### src/rtl/multicycle_control_unit.sv
// Multi-cycle MIPS control FSM: sequences fetch/decode/execute/memory/write-back,
// handshakes with a wait-state memory and counts retired instructions.
module multicycle_control_unit #(
    parameter int OPCODE_W        = 6,
    parameter int CNT_W           = 32,
    parameter bit TRAP_ON_ILLEGAL = 1'b1
) (
    input  logic                clk,
    input  logic                rst_n,
    input  logic [OPCODE_W-1:0] instr_op,
    input  logic                mem_ready,
    output logic                pc_write,
    output logic                pc_write_cond,
    output logic                i_or_d,
    output logic                mem_read,
    output logic                mem_write,
    output logic                ir_write,
    output logic                mem_to_reg,
    output logic                reg_dst,
    output logic                reg_write,
    output logic                alu_src_a,
    output logic [1:0]          alu_src_b,
    output logic [1:0]          alu_op,
    output logic [1:0]          pc_source,
    output logic                illegal_op,
    output logic [3:0]          state,
    output logic [CNT_W-1:0]    retired
);

    localparam logic [OPCODE_W-1:0] OP_RTYPE = OPCODE_W'(6'b000000);
    localparam logic [OPCODE_W-1:0] OP_ADDI  = OPCODE_W'(6'b001000);
    localparam logic [OPCODE_W-1:0] OP_LW    = OPCODE_W'(6'b100011);
    localparam logic [OPCODE_W-1:0] OP_SW    = OPCODE_W'(6'b101011);
    localparam logic [OPCODE_W-1:0] OP_BEQ   = OPCODE_W'(6'b000100);
    localparam logic [OPCODE_W-1:0] OP_J     = OPCODE_W'(6'b000010);

    typedef enum logic [3:0] {
        S_FETCH    = 4'd0,
        S_DECODE   = 4'd1,
        S_MEM_ADDR = 4'd2,
        S_MEM_RD   = 4'd3,
        S_MEM_WB   = 4'd4,
        S_MEM_WR   = 4'd5,
        S_EXEC     = 4'd6,
        S_R_WB     = 4'd7,
        S_BRANCH   = 4'd8,
        S_JUMP     = 4'd9,
        S_ADDI_EX  = 4'd10,
        S_ADDI_WB  = 4'd11,
        S_TRAP     = 4'd12
    } state_t;

    state_t           state_q;
    state_t           state_d;
    logic [CNT_W-1:0] retired_q;
    logic             op_legal;
    logic             retire_en;

    assign op_legal = (instr_op == OP_RTYPE) || (instr_op == OP_ADDI) ||
                      (instr_op == OP_LW)    || (instr_op == OP_SW)   ||
                      (instr_op == OP_BEQ)   || (instr_op == OP_J);

    // NOTE: sequential state uses non-blocking assignments so every flop samples pre-edge values.
    always_ff @(posedge clk or negedge rst_n) begin
        if (!rst_n) begin
            state_q <= S_FETCH;
        end else begin
            state_q <= state_d;
        end
    end

    // NOTE: next-state defaults to the current state first, so no path leaves it unassigned (no latch).
    always_comb begin
        state_d = state_q;
        case (state_q)
            S_FETCH:    if (mem_ready) state_d = S_DECODE;
            S_DECODE: begin
                if (instr_op == OP_LW || instr_op == OP_SW) state_d = S_MEM_ADDR;
                else if (instr_op == OP_RTYPE)              state_d = S_EXEC;
                else if (instr_op == OP_ADDI)               state_d = S_ADDI_EX;
                else if (instr_op == OP_BEQ)                state_d = S_BRANCH;
                else if (instr_op == OP_J)                  state_d = S_JUMP;
                else state_d = TRAP_ON_ILLEGAL ? S_TRAP : S_FETCH;
            end
            S_MEM_ADDR: state_d = (instr_op == OP_SW) ? S_MEM_WR : S_MEM_RD;
            S_MEM_RD:   if (mem_ready) state_d = S_MEM_WB;
            S_MEM_WB:   state_d = S_FETCH;
            S_MEM_WR:   if (mem_ready) state_d = S_FETCH;
            S_EXEC:     state_d = S_R_WB;
            S_R_WB:     state_d = S_FETCH;
            S_ADDI_EX:  state_d = S_ADDI_WB;
            S_ADDI_WB:  state_d = S_FETCH;
            S_BRANCH:   state_d = S_FETCH;
            S_JUMP:     state_d = S_FETCH;
            S_TRAP:     state_d = S_TRAP;
            default:    state_d = S_FETCH;
        endcase
    end

    // Outputs are gated by rst_n so no strobe is visible while reset is held,
    // even though the reset state (FETCH) would otherwise drive mem_read.
    always_comb begin
        pc_write      = 1'b0;
        pc_write_cond = 1'b0;
        i_or_d        = 1'b0;
        mem_read      = 1'b0;
        mem_write     = 1'b0;
        ir_write      = 1'b0;
        mem_to_reg    = 1'b0;
        reg_dst       = 1'b0;
        reg_write     = 1'b0;
        alu_src_a     = 1'b0;
        alu_src_b     = 2'b00;
        alu_op        = 2'b00;
        pc_source     = 2'b00;
        illegal_op    = 1'b0;
        retire_en     = 1'b0;
        if (rst_n) begin
            case (state_q)
                S_FETCH: begin
                    mem_read  = 1'b1;
                    alu_src_b = 2'b01;
                    ir_write  = mem_ready;
                    pc_write  = mem_ready;
                end
                S_DECODE: begin
                    alu_src_b = 2'b11;
                    retire_en = !op_legal && !TRAP_ON_ILLEGAL;
                end
                S_MEM_ADDR: begin
                    alu_src_a = 1'b1;
                    alu_src_b = 2'b10;
                end
                S_MEM_RD: begin
                    mem_read = 1'b1;
                    i_or_d   = 1'b1;
                end
                S_MEM_WB: begin
                    reg_write  = 1'b1;
                    mem_to_reg = 1'b1;
                    retire_en  = 1'b1;
                end
                S_MEM_WR: begin
                    mem_write = 1'b1;
                    i_or_d    = 1'b1;
                    retire_en = mem_ready;
                end
                S_EXEC: begin
                    alu_src_a = 1'b1;
                    alu_op    = 2'b10;
                end
                S_R_WB: begin
                    reg_write = 1'b1;
                    reg_dst   = 1'b1;
                    retire_en = 1'b1;
                end
                S_ADDI_EX: begin
                    alu_src_a = 1'b1;
                    alu_src_b = 2'b10;
                end
                S_ADDI_WB: begin
                    reg_write = 1'b1;
                    retire_en = 1'b1;
                end
                S_BRANCH: begin
                    alu_src_a     = 1'b1;
                    alu_op        = 2'b01;
                    pc_write_cond = 1'b1;
                    pc_source     = 2'b01;
                    retire_en     = 1'b1;
                end
                S_JUMP: begin
                    pc_write  = 1'b1;
                    pc_source = 2'b10;
                    retire_en = 1'b1;
                end
                S_TRAP:  illegal_op = 1'b1;
                default: ;
            endcase
        end
    end

    always_ff @(posedge clk or negedge rst_n) begin
        if (!rst_n) begin
            retired_q <= '0;
        end else if (retire_en) begin
            retired_q <= retired_q + 1'b1;
        end
    end

    assign state   = state_q;
    assign retired = retired_q;

endmodule

### config.mk
export PLATFORM = sky130hd
export DESIGN_NAME = multicycle_control_unit
export DESIGN_NICKNAME = d
export VERILOG_FILES = /design/src/rtl/multicycle_control_unit.sv
export SDC_FILE = /design/constraint.sdc
export NUM_CORES = 1
export LEC_CHECK = 0
export ABC_AREA = 1
export BUFFER_PORTS_ARGS = -buffer_cell sky130_fd_sc_hd__buf_2
export CORE_MARGIN = 2
export CORE_UTILIZATION = 58
export DETAILED_ROUTE_END_ITERATION = 12
export PLACE_DENSITY_LB_ADDON = 0.08
export RECOVER_POWER = 50
export REMOVE_ABC_BUFFERS = 1
export SETUP_SLACK_MARGIN = 0.5
export SLEW_MARGIN = 20
export SYNTH_ARGS = -nofsm -noshare
export SYNTH_HDL_FRONTEND = slang
export SYNTH_SLANG_ARGS = --single-unit
### constraint.sdc
create_clock -name clk -period 4.4 [get_ports clk]
set_clock_uncertainty 0.05 [all_clocks]
set_input_delay 1.1 -clock clk [delete_from_list [all_inputs] [get_ports clk]]
set_output_delay 1.1 -clock clk [all_outputs]
set_load 0.05 [all_outputs]
==> results.txt <==
* Outcome: finished clean
- Post-CTS Setup Inserts: 0
- Number of enable flip-flop cells after synthesis: 0
* Global Route Usage Sum: 0.2447
- For this run, the slowest stage of the critical path takes ~0.27 ns.
- Clock latency at the later pin of the worst-skew pair: 0.29 ns
* Summed instance area of the synthesized netlist: 2638 um2
* Number of violations of the max-capacitance limit: 0
- After clock tree synthesis, the repair step resized 0 gates.
- Setup violations remaining at the end of the flow were counted as 0.
- The share of total power dissipated in sequential elements is 0.319.
- Cells along the critical path: clkbuf_1 -> inv_1 -> nor2_4 -> nand2_1 -> a21oi_1 -> buf_2
- Minimum setup slack after placement: approximately 1.3 ns
- The biggest area contributor in the post-synthesis netlist is dfrtp_1.
- For this configuration, the core starts out at a cell density of 0.6057.
- Horizontal die dimension: 71.44 um
- CP endpoint kind: primary output
* Global-route congestion overflow total: 0
- STA puts the critical path data arrival time at 2.04 ns.
- H-Tree Depth: 2
- Relative contribution of the clock network to total power: 0.212
* Part of the power in combinational logic: 0.469
- Final hold violations: 0
* Final WL: 5827 um
- Slew Limit Headroom: 0.5944
- Power spread over the standard cell area amounts to 450.4 nW/um2.
- Endpoint required time on the critical path: around 3.3 ns
- Vertical extent of the die: around 71 um
- Hold timing on the final database bottoms out at a slack of slightly below 0.5 ns.
- Synth top area share: 0.3416
- In this run the core area contains 24 standard-cell rows.
- Cell at the root of the clock tree: clkbuf_8
- The first detailed-routing pass ran for 4 iterations.
- Among all flip-flop cells after synthesis, the most frequent one is dfrtp_1.
* Final HPWL DP: around 4400 um
* Buffering stage count on the worst path with inverters included: 3
- Mean number of vias per cell: 4.959
* Final-report max-slew violation count: 0
* Slowest library cell on the worst path: buf_2
* Via count: about 2500
- FF+latch count, synth: 36
* Peak VDD IR: ~0.00040 V
- Counting every instance in the synthesized netlist gives approximately 390.
- In the final routed layout, each cell accounts on average for approximately 11 um.
* Worst setup margin: roughly 1.2 ns
* CP Launch Type: input pin
- Switching Power: ~0.68 mW
- Core area: 4354 um2
* Hold buffer count at cts: 0
- The number of antenna violations at the first check in global routing came to 0.
* Filler cell count: ~420
* Maximum number of pins on one net before global-route repair: 45
- Type of the setup path with the least slack: input pin to primary output
- RD Place Congestion: around 0.9
* Proportion of register bits with asynchronous set or reset after synthesis: 1.000
- TritonCTS built the clock tree.
* Area overhead of the layout relative to synthesis: 14.37%
- For this run, the post-layout net count is 466.
- Distinct cell type count after synthesis: 26
- CTS Buffer Depth: 2
* Final critical path time including I/O delays and setup: 3.186 ns
- Buffers inserted during clock tree synthesis total 5.
- After routing, the total negative slack on setup checks comes to 0 ns.
- Area contributors post-synth: dfrtp_1 (34%), nand2_1 (19%), nor2_1 (9.0%)
* RSZ-0062 raised after global routing: no
* Measured slew at the worst slew-check pin: 0.6110 ns
- TritonCTS Sinks: 36
- In the post-synthesis netlist, the cell with the most instances is nand2_1.
- Number of remaining DRC errors: 0
* Maximum clock rate: roughly 310 MHz
* Global-route wire length before repair: between 10000 and 15000 um
- The detail route stage leaves a number of antenna-violating nets equal to 0.
- Vias in the first global route: ~2200
- Number of warnings reported in the yosys synthesis log: 0
- Count of antenna diodes in the layout: 0
- Share of the yosys chip area belonging to registers: 0.3416
- After clock tree synthesis, the clock-pin slew on the worst setup and hold paths is about 0.070 ns.
- Of all nets on the critical path, the largest fanout is 12.
- In this run the static leakage power is between 1.5 and 2 nW.
* Internal cell power: a little under 0.7 mW
- Area of the die: approximately 5000 um2
- Of the total power, the share spent switching nets is 0.5009.
- Of the cells placed in the final design, the portion with a size suffix greater than 1 is 0.1772.
- IO Count: 62
- The tightest min-delay check is of the flop to flop type.
* PnR Total Power: approximately 1.4 mW
- In the synthesized netlist, the cells that appear most often are nand2_1 (136), nor2_1 (63), inv_1 (50), dfrtp_1 (36), nand3_1 (28).
- On the critical path the largest part of the delay comes from buffers and inverters.
- Ratio of final minimum period to clock period: 0.7241
* Buffers on Ports: 61
- Number of DRC violations after detailed-routing iteration 0: 131
- A synthesized cell averages roughly 6.7 um2.
- Post-layout utilization of the core: 0.6928
## cell usage in the layout (no fill, tap or decap)
cell type,count
nand2_2,14
nor2_4,2
nand4_1,9
and2_1,2
dfrtp_1,36
nand2_4,1
nor3_1,4
nand2_1,136
clkbuf_8,5
nand3_1,28
nor2_2,4
clkinv_2,1
xor2_1,5
bufinv_16,1
ha_1,1
nand3b_1,2
inv_1,50
buf_2,37
xnor2_2,11
clkbuf_1,25
nor2_1,63
buf_4,1
inv_2,3
nand3_2,1
a21oi_1,7
o21ai_0,7
o221ai_1,1
## through the flow
stage	cells	area, um2
floorplan	387	2561
global placement	501	2939
detailed placement	501	2939
CTS	509	3047
global route	509	3017
finish	509	3017
## cell type report
class,count,area (um2),area share
multi-input cells,298,1461,0.4844
flip-flops and latches,36,900.9,0.2986
repair buffers,62,282.8,0.09374
inverters,53,198.9,0.06595
clock buffers,6,72.57,0.02406
well taps,52,65.06,0.02157
clock inverters,2,35.03,0.01161
## power groups by stage
| stage | logic (mW) | registers, mW | clock network (mW) |
|---|---|---|---|
| 2_1_floorplan | 0.369 | 0.567 | 0 |
| 3_3_place_gp | 0.640 | 0.438 | 0 |
| 3_5_place_dp | 0.645 | 0.438 | 0 |
| 4_1_cts | 0.646 | 0.432 | 0.294 |
| 5_1_grt | 0.688 | 0.443 | 0.305 |
| 6_report | 0.637 | 0.433 | 0.289 |
## worst paths after layout
| kind | start | cells past startpoint | endpoint | slack, ns |
|---|---|---|---|---|
| min | retired[31]$_DFFE_PN0P_ | 2 | retired[31]$_DFFE_PN0P_ | 0.49 |
| min reg2reg | retired[31]$_DFFE_PN0P_ | 2 | retired[31]$_DFFE_PN0P_ | 0.49 |
| max reg2reg | state[1]$_DFFE_PN0P_ | 8 | retired[29]$_DFFE_PN0P_ | 2.44 |
| max in group asynchronous | rst_n | 2 | retired[7]$_DFFE_PN0P_ | 3.08 |
| min in group asynchronous | rst_n | 2 | retired[19]$_DFFE_PN0P_ | 0.88 |
| max | rst_n | 6 | reg_write | 1.21 |
## cells by family (layout without fill, tap and decap cells)
logic type | count (synthesis) | after routing | synth area share
adder cells (fa/ha/maj) | 1 | 1 | 0.004743
flip-flops | 36 | 36 | 0.3416
AO/OA/AOI/OAI | 15 | 15 | 0.02988
buffers and inverters | 60 | 123 | 0.1044
AND/OR/NAND/NOR | 266 | 266 | 0.4350
XOR/XNOR | 16 | 16 | 0.08444
## per-layer routing
metal / GRT usage / wire, um
met1: 0.3485 / 2823
met2: 0.3961 / 2677
met3: 0.04501 / 289
met4: 0.04612 / 36
met5: 0 / 0
## state kept, by name (all words and copies together) (netlist names)
signal   flops
retired     32
state        4
## tightest hold or removal path: stages, from the launching register on
cell and delay, ns:
dfrtp_1 0.38, nand2_1 0.06, nand2_1 0.06
Power figures use the tool's default switching activity.
